### config.mk
export PLATFORM = sky130hd
export DESIGN_NAME = led_pattern_ctrl
export DESIGN_NICKNAME = d
export VERILOG_FILES = /design/src/rtl/led_pattern_ctrl.sv
export SDC_FILE = /design/constraint.sdc
export NUM_CORES = 1
export LEC_CHECK = 0
export ABC_AREA = 1
export CORE_AREA = 10 10 108 110
export DETAILED_ROUTE_END_ITERATION = 8
export DIE_AREA = 0 0 118 120
export HOLD_SLACK_MARGIN = 0.08
export PLACE_DENSITY_LB_ADDON = 0.25
export SYNTH_ARGS = -nofsm -noshare
export SYNTH_HDL_FRONTEND = slang
export SYNTH_SLANG_ARGS = --single-unit
### constraint.sdc
create_clock -name Clk -period 3 [get_ports Clk]
set_input_delay 0.75 -clock Clk [delete_from_list [all_inputs] [get_ports Clk]]
set_output_delay 0.75 -clock Clk [all_outputs]
set_load 0.05 [all_outputs]
### src/rtl/led_pattern_ctrl.sv
// Plays an 8-slot LED pattern (one ctrl bit per slot, each slot time_set cycles long), repeating per period.
// Pattern and slot length are captured only at period boundaries; time_set==0 returns to idle after the period.
module led_pattern_ctrl #(
    parameter logic IDLE_LEVEL = 1'b0
) (
    input  logic        Clk,
    input  logic        Reset_n,
    input  logic [7:0]  ctrl,
    input  logic [31:0] time_set,
    output logic        led,
    output logic [2:0]  slot,
    output logic        period_done
);

    typedef enum logic {IDLE, RUN} state_t;

    state_t      state;
    logic [31:0] cnt;
    logic [31:0] time_sh;
    logic [7:0]  ctrl_sh;
    logic        slot_end;
    logic [2:0]  slot_nxt;

    // time_sh is never zero while in RUN, so the subtraction cannot wrap there
    assign slot_end = (cnt == time_sh - 32'd1);
    assign slot_nxt = slot + 3'd1;

    always_ff @(posedge Clk or negedge Reset_n) begin
        if (!Reset_n) begin
            state       <= IDLE;
            cnt         <= '0;
            slot        <= '0;
            ctrl_sh     <= '0;
            time_sh     <= '0;
            led         <= IDLE_LEVEL;
            period_done <= 1'b0;
        end else begin
            period_done <= 1'b0;
            case (state)
                IDLE: begin
                    cnt  <= '0;
                    slot <= '0;
                    if (time_set != 32'd0) begin
                        state   <= RUN;
                        ctrl_sh <= ctrl;
                        time_sh <= time_set;
                        led     <= ctrl[0];
                    end else begin
                        led <= IDLE_LEVEL;
                    end
                end
                RUN: begin
                    if (!slot_end) begin
                        cnt <= cnt + 32'd1;
                    end else if (slot != 3'd7) begin
                        cnt  <= '0;
                        slot <= slot_nxt;
                        led  <= ctrl_sh[slot_nxt];
                    end else begin
                        // period end: take the new command, or fall back to idle
                        period_done <= 1'b1;
                        cnt         <= '0;
                        slot        <= '0;
                        ctrl_sh     <= ctrl;
                        time_sh     <= time_set;
                        if (time_set != 32'd0) begin
                            led <= ctrl[0];
                        end else begin
                            state <= IDLE;
                            led   <= IDLE_LEVEL;
                        end
                    end
                end
            endcase
        end
    end

endmodule

## Word-level counts from Yosys, hierarchy flattened

Index checks and enable logic that the tools add are counted.

| word-level totals | value |
|---|---|
| bits in registers | 78 |
| latch bits | 0 |
| input port bits | 42 |
| ROM bits | 0 |
| RAM bits | 0 |
| memories kept | 0 |
| logic and storage cells | 45 |

| cells by class | value |
|---|---|
| add/sub/neg operators | 3 |
| bitwise operators | 1 |
| reductions and logical operators | 2 |
| muxes and demuxes | 26 |
| equality and inequality tests | 5 |
| div/mod/pow operators | 0 |
| shifts and indexed selects | 0 |
| $mul | 0 |
| order comparisons | 1 |

Operators with widths:

| kind | number |
|---|---|
| two-way mux 32 bit | 4 |
| one-hot mux 32 bit (2 select lines) | 2 |
| adder 32 x 1 -> 32 bit (second input constant) | 1 |
| == test 32 bit | 1 |
| nonzero test 32 bit | 1 |
| subtractor 32 x 1 -> 32 bit (second input constant) | 1 |
| two-way mux 8 bit | 3 |
| one-hot mux 8 bit (2 select lines) | 1 |
| two-way mux 1 bit | 10 |
| two-way mux 3 bit | 2 |
| one-hot mux 3 bit (2 select lines) | 1 |
| less-than comparator 3 x 4 -> 1 bit (second input constant) | 1 |
| != test 2 bit (second input constant) | 2 |
| one-hot mux 1 bit (2 select lines) | 2 |
| adder 3 x 1 -> 3 bit (second input constant) | 1 |
| binary-select mux 1 bit (select 3 bit) | 1 |
| != test 3 bit (second input constant) | 1 |
| AND reduction 3 bit | 1 |
| != test 2 x 1 -> 1 bit (second input constant) | 1 |
| NOT 1 bit | 1 |

## Depth between registers and ports, before layout

Gate-level depths: netlist of run 1.

| logic depth | value |
|---|---|
| depth in word-level cells | 6 |
| gate-level depth with buffers | 19 |
| depth with buffers taken out | 18 |

## Worst setup path before layout of run 1

OpenSTA, ideal clock, no wires.

| path | value |
|---|---|
| kind | reg2reg |
| start point | register time_sh[0] |
| end point | register state |
| arrival | 2063 ps |
| stages on the path, launching flop included | 16 |
| period minus slack after synthesis | 2182 ps |
| required time | 2881 ps |
| setup slack | 818 ps |
| cells stage by stage | dfrtp_1 > inv_1 > ha_1 > nand2_2 > nor2_8 > nand3_1 > nor2_1 > nand2_1 > nand2_1 > nand3b_1 > nor2_1 > nand3_4 > nand2_4 > buf_12 > buf_4 > nand2_1 |

| on the way | value |
|---|---|
| word-level cells in the longest chain between the ends | 4 |

RTL lines:

| what | line | text |
|---|---|---|
| start, declared | 19 | `logic [31:0] time_sh;` |
| start signal, assigned | 46 | `time_sh <= time_set;` |
| start signal, assigned | 65 | `time_sh <= time_set;` |
| subtractor 32 x 1 -> 32 bit | 25 | `assign slot_end = (cnt == time_sh - 32'd1);` |
| == test 32 bit | 25 |  |
| two-way mux 1 bit | 53 | `if (!slot_end) begin` |
| one-hot mux 1 bit (2 select lines) | 39 | `case (state)` |
| end signal, assigned | 30 | `state <= IDLE;` |
| end signal, assigned | 44 | `state <= RUN;` |
| end signal, assigned | 69 | `state <= IDLE;` |
| end, declared | 17 | `state_t state;` |

Every way passes these cells.
A chain may end at the register's enable or synchronous reset.

## Worst setup path after layout of run 1

| path | value |
|---|---|
| start point | register time_sh[0] |
| end point | register cnt[6] |

| on the way | value |
|---|---|
| word-level cells in the longest chain between the ends | 4 |

RTL lines:

| what | line | text |
|---|---|---|
| subtractor 32 x 1 -> 32 bit | 25 |  |
| == test 32 bit | 25 |  |
| two-way mux 32 bit | 53 |  |
| one-hot mux 32 bit (2 select lines) | 39 |  |
| end signal, assigned | 54 | `cnt <= cnt + 32'd1;` |
| end, declared | 18 | `logic [31:0] cnt;` |

Every way passes these cells.

==> impl_metrics.xml, run 1 <==
<?xml version="1.0" encoding="UTF-8"?>
<metrics>
  <group name="run_status">
    <metric name="status" unit="">complete, no violations</metric>
  </group>
  <group name="synth">
    <metric name="synthesis.area" unit="mm^2">0.00552</metric>
    <metric name="synth_top_area_share" unit="%">35.4</metric>
    <metric name="largest_area_contributor_in_the_synthesized_netlist" unit="">dfrtp_1</metric>
    <metric name="ys_dominant_reg_cell" unit="">dfrtp_1</metric>
    <metric name="synth_cells" unit="">804</metric>
    <metric name="post_synth_main_area_contributors" unit="">dfrtp_1 (35%), nand2_1 (15%), nand3_1 (10%)</metric>
    <metric name="post_synth_num_cell_types" unit="">42</metric>
    <metric name="ys_seq_area_share" unit="%">35.4</metric>
    <metric name="synth_area_per_cell" unit="um^2">6.87</metric>
    <metric name="async_reset_ff_share" unit="%">100</metric>
    <metric name="ys.warnings.count" unit="">0</metric>
    <metric name="postSynthRegisterBits" unit="">78</metric>
    <metric name="mappedNetlistNets" unit="">850</metric>
    <metric name="synth_edf_count" unit="">0</metric>
  </group>
  <group name="cells_and_area">
    <metric name="num_antenna_cells" unit="">0</metric>
    <metric name="layout.cells.non_filler" unit="">987</metric>
    <metric name="final_cell_mix" unit="">nand2_1 (227), nor2_1 (127), nand3_1 (114)</metric>
    <metric name="synthToLayoutAreaGrowth" unit="%">14.0</metric>
    <metric name="final_net_count" unit="">896</metric>
    <metric name="drive_gt1_share" unit="%">7.61</metric>
    <metric name="mostFrequentLayoutCell" unit="">nand2_1</metric>
  </group>
  <group name="floorplanning">
    <metric name="chipHeight" unit="um">120</metric>
    <metric name="floorplan.io_pins" unit="">47</metric>
    <metric name="die_area" unit="mm^2">0.0142</metric>
    <metric name="initial_standard_cell_utilization_of_the_core" unit="%">57.8</metric>
    <metric name="placeableCoreArea" unit="mm^2">0.00955</metric>
    <metric name="placement_rows" unit="">36</metric>
    <metric name="die_width" unit="um">118</metric>
  </group>
  <group name="sta">
    <metric name="tightestPinTransition" unit="ns">0.977</metric>
    <metric name="hold_viol_final" unit="">0</metric>
    <metric name="setup_viol_count_final" unit="">0</metric>
    <metric name="final_max_slew_viol_count" unit="">0</metric>
    <metric name="finalWorstPathRequiredPeriod" unit="ns">2.74</metric>
    <metric name="fin_worst_skew" unit="ns">0.00572</metric>
    <metric name="finalSetupTns" unit="ns">0</metric>
    <metric name="clock.fmax" unit="GHz">0.365</metric>
    <metric name="worst_slew_margin_rel" unit="%">34.9</metric>
    <metric name="rsz0062_at_grt" unit="">false</metric>
    <metric name="layout_worst_path_cycle_share" unit="%">91.3</metric>
  </group>
  <group name="routing">
    <metric name="drt_iter0_markers" unit="">419</metric>
    <metric name="detail_route.wirelength" unit="um">15700</metric>
    <metric name="detail_route.wl_per_cell" unit="um">15.9</metric>
    <metric name="first_pass_iters" unit="">5</metric>
    <metric name="route.antenna.remaining_nets" unit="">0</metric>
    <metric name="dr_wl_met3" unit="um">1030</metric>
    <metric name="wl_met2" unit="um">7140</metric>
    <metric name="drc" unit="">0</metric>
    <metric name="maxUsedRoutingLayer" unit="">met4</metric>
    <metric name="vias" unit="">5396</metric>
    <metric name="wire_length_on_met1" unit="um">7140</metric>
    <metric name="drt-vias-per-instance" unit="">5.47</metric>
  </group>
  <group name="clock_tree">
    <metric name="clk-insertion-delay-late" unit="ns">0.36</metric>
    <metric name="tritoncts" unit="">yes</metric>
    <metric name="ctsHoldBuffers" unit="">0</metric>
    <metric name="cts.repair_timing.setup_buffer_count" unit="">0</metric>
    <metric name="cts.htree.levels" unit="">3</metric>
    <metric name="clock_sink_count" unit="">78</metric>
    <metric name="clk_pin_slew" unit="ns">0.08</metric>
    <metric name="cts.root.buffer_cell" unit="">clkbuf_8</metric>
    <metric name="ctsLongestPathBuffers" unit="">2</metric>
    <metric name="post_cts_resize_count" unit="">0</metric>
    <metric name="numCtsBuffers" unit="">9</metric>
  </group>
  <group name="worst_setup_path">
    <metric name="crit_type" unit="">flip-flop to flip-flop</metric>
    <metric name="worstSetupStartpointType" unit="">flip-flop</metric>
    <metric name="slowest_delay" unit="ns">0.41</metric>
    <metric name="crit_arrival" unit="ns">2.99</metric>
    <metric name="crit_fanout" unit="">23</metric>
    <metric name="crit_required" unit="ns">3.25</metric>
    <metric name="setup.worst_path.end_class" unit="">flip-flop</metric>
    <metric name="slowest_stage" unit="">dfrtp_1</metric>
    <metric name="timing.critical_path.cells" unit="">inv_1, ha_2, nand2_2, nor2_8, nand3_1, nor2_1, nand2_1, nand2_1, nand3b_1, nor2_1, nand3_4, nand2_8, buf_4, nor3_1</metric>
  </group>
  <group name="placement">
    <metric name="io_buffer_count" unit="">46</metric>
    <metric name="place.gp.congestion" unit="">0.997</metric>
    <metric name="place.detailed.instances" unit="">972</metric>
    <metric name="dpl.hpwl" unit="um">12600</metric>
  </group>
  <group name="grt">
    <metric name="gr-total-overflow" unit="">0</metric>
    <metric name="first_global_vias" unit="">5393</metric>
    <metric name="grt_antenna_before_repair" unit="">0</metric>
    <metric name="grt_start_max_net_pins" unit="">79</metric>
    <metric name="grt_first_pass_wirelength" unit="um">26500</metric>
    <metric name="grt_util_all_layers" unit="%">22.8</metric>
  </group>
  <group name="pwr">
    <metric name="vdd.ir_drop.worst" unit="V">0.000374</metric>
    <metric name="cellLeakagePower" unit="nW">3.30</metric>
    <metric name="power_per_cell_area" unit="mW/mm^2">304</metric>
  </group>
  <group name="flow_run">
    <metric name="cap_violations" unit="">0</metric>
  </group>
  <group name="hold_path">
    <metric name="holdCritPathClass" unit="">flip-flop to flip-flop</metric>
  </group>
</metrics>
[cells in the mapped netlist (5+ instances only)]
library cell and n:
nor2_1 128, nor4_1 9, nand2_1 227, nor2_2 11
nand3_1 114, nand2_2 5, nand4_1 14, xor2_1 37
dfrtp_1 78, xnor2_1 14, inv_1 67, nand3b_1 6
o21ai_0 14, nor3_1 18, buf_2 9
[cell families after synthesis]
kind of cell / synth area share (%)
AO/OA/AOI/OAI: 2.92
AND/OR/NAND/NOR: 44.3
buffers and inverters: 7.77
XOR/XNOR: 8.79
adder cells (fa/ha/maj): 0.906
flip-flops: 35.4
[worst paths after layout]
path / startpoint / to / slack, ns / cells past startpoint
min in group asynchronous: Reset_n / ctrl_sh[6] / 0.54 / 1
max in group asynchronous: Reset_n / cnt[25] / 1.83 / 1
worst min register to register: cnt[0] / cnt[0] / 0.51 / 1
worst min-delay path: cnt[0] / cnt[0] / 0.51 / 1
worst max-delay path: time_sh[0] / cnt[6] / 0.26 / 14
worst max register to register: time_sh[0] / cnt[6] / 0.26 / 14
[critical path, delay by kind of cell (launching register included)]
family                   cells  cell delay, ns
adder cells (fa/ha/maj)      1            0.24
AND/OR/NAND/NOR             11            1.60
buffers and inverters        2            0.36
flip-flops                   1            0.41
[power by group]
| group | switching, mW | internal (mW) |
|---|---|---|
| combinational | 0.0363 | 0.0489 |
| sequential | 0 | 1.05 |
| clock | 0.380 | 0.396 |
[layout make-up]
cell class / count / area, um^2
Clock buffer: 10 / 138
Clock inverter: 5 / 50.0
Fill cell: 928 / 3250
Inverter: 70 / 263
Multi-Input combinational cell: 632 / 3160
Sequential cell: 78 / 1950
Tap cell: 133 / 166
Timing Repair Buffer: 59 / 568
[metal layers]
layer	vias up	GRT usage (%)
met4	0	7.42
met5	-	0
li1	2679	-
met3	25	5.02
met1	2529	29.9
met2	163	36.8
[state kept, by name, indices dropped and copies added, names as in the netlist]
signal / count
ctrl_sh: 8
cnt: 32
slot: 3
led: 1
time_sh: 32
state: 1
period_done: 1
[per-stage QoR]
stage / setup WS, ns / utilization [%] / instance area, um^2 / power, mW / hold WS [ns]
after floorplan: 0.818 / - / 5520 / 1.07 / 0.454
after global placement: 0.319 / 63.8 / 6090 / 1.16 / 0.492
after detailed placement: 0.240 / 63.8 / 6090 / 1.16 / 0.496
after CTS: 0.220 / 65.8 / 6280 / 1.93 / 0.514
after global routing: 0.0635 / 65.9 / 6290 / 1.99 / 0.533
final: 0.261 / 65.9 / 6290 / 1.91 / 0.509
No activity file was read; power rests on OpenSTA's default activity.
==> run 2, diff against run 1 <==
--- a/config.mk
+++ b/config.mk
@@ -11,6 +11,8 @@
 export DIE_AREA = 0 0 118 120
 export HOLD_SLACK_MARGIN = 0.08
 export PLACE_DENSITY_LB_ADDON = 0.25
+export SLEW_MARGIN = 20
 export SYNTH_ARGS = -nofsm -noshare
 export SYNTH_HDL_FRONTEND = slang
 export SYNTH_SLANG_ARGS = --single-unit
+export TNS_END_PERCENT = 5
==> results of run 2 <==
The final DEF is identical to that of run 1; final timing and power are the same.
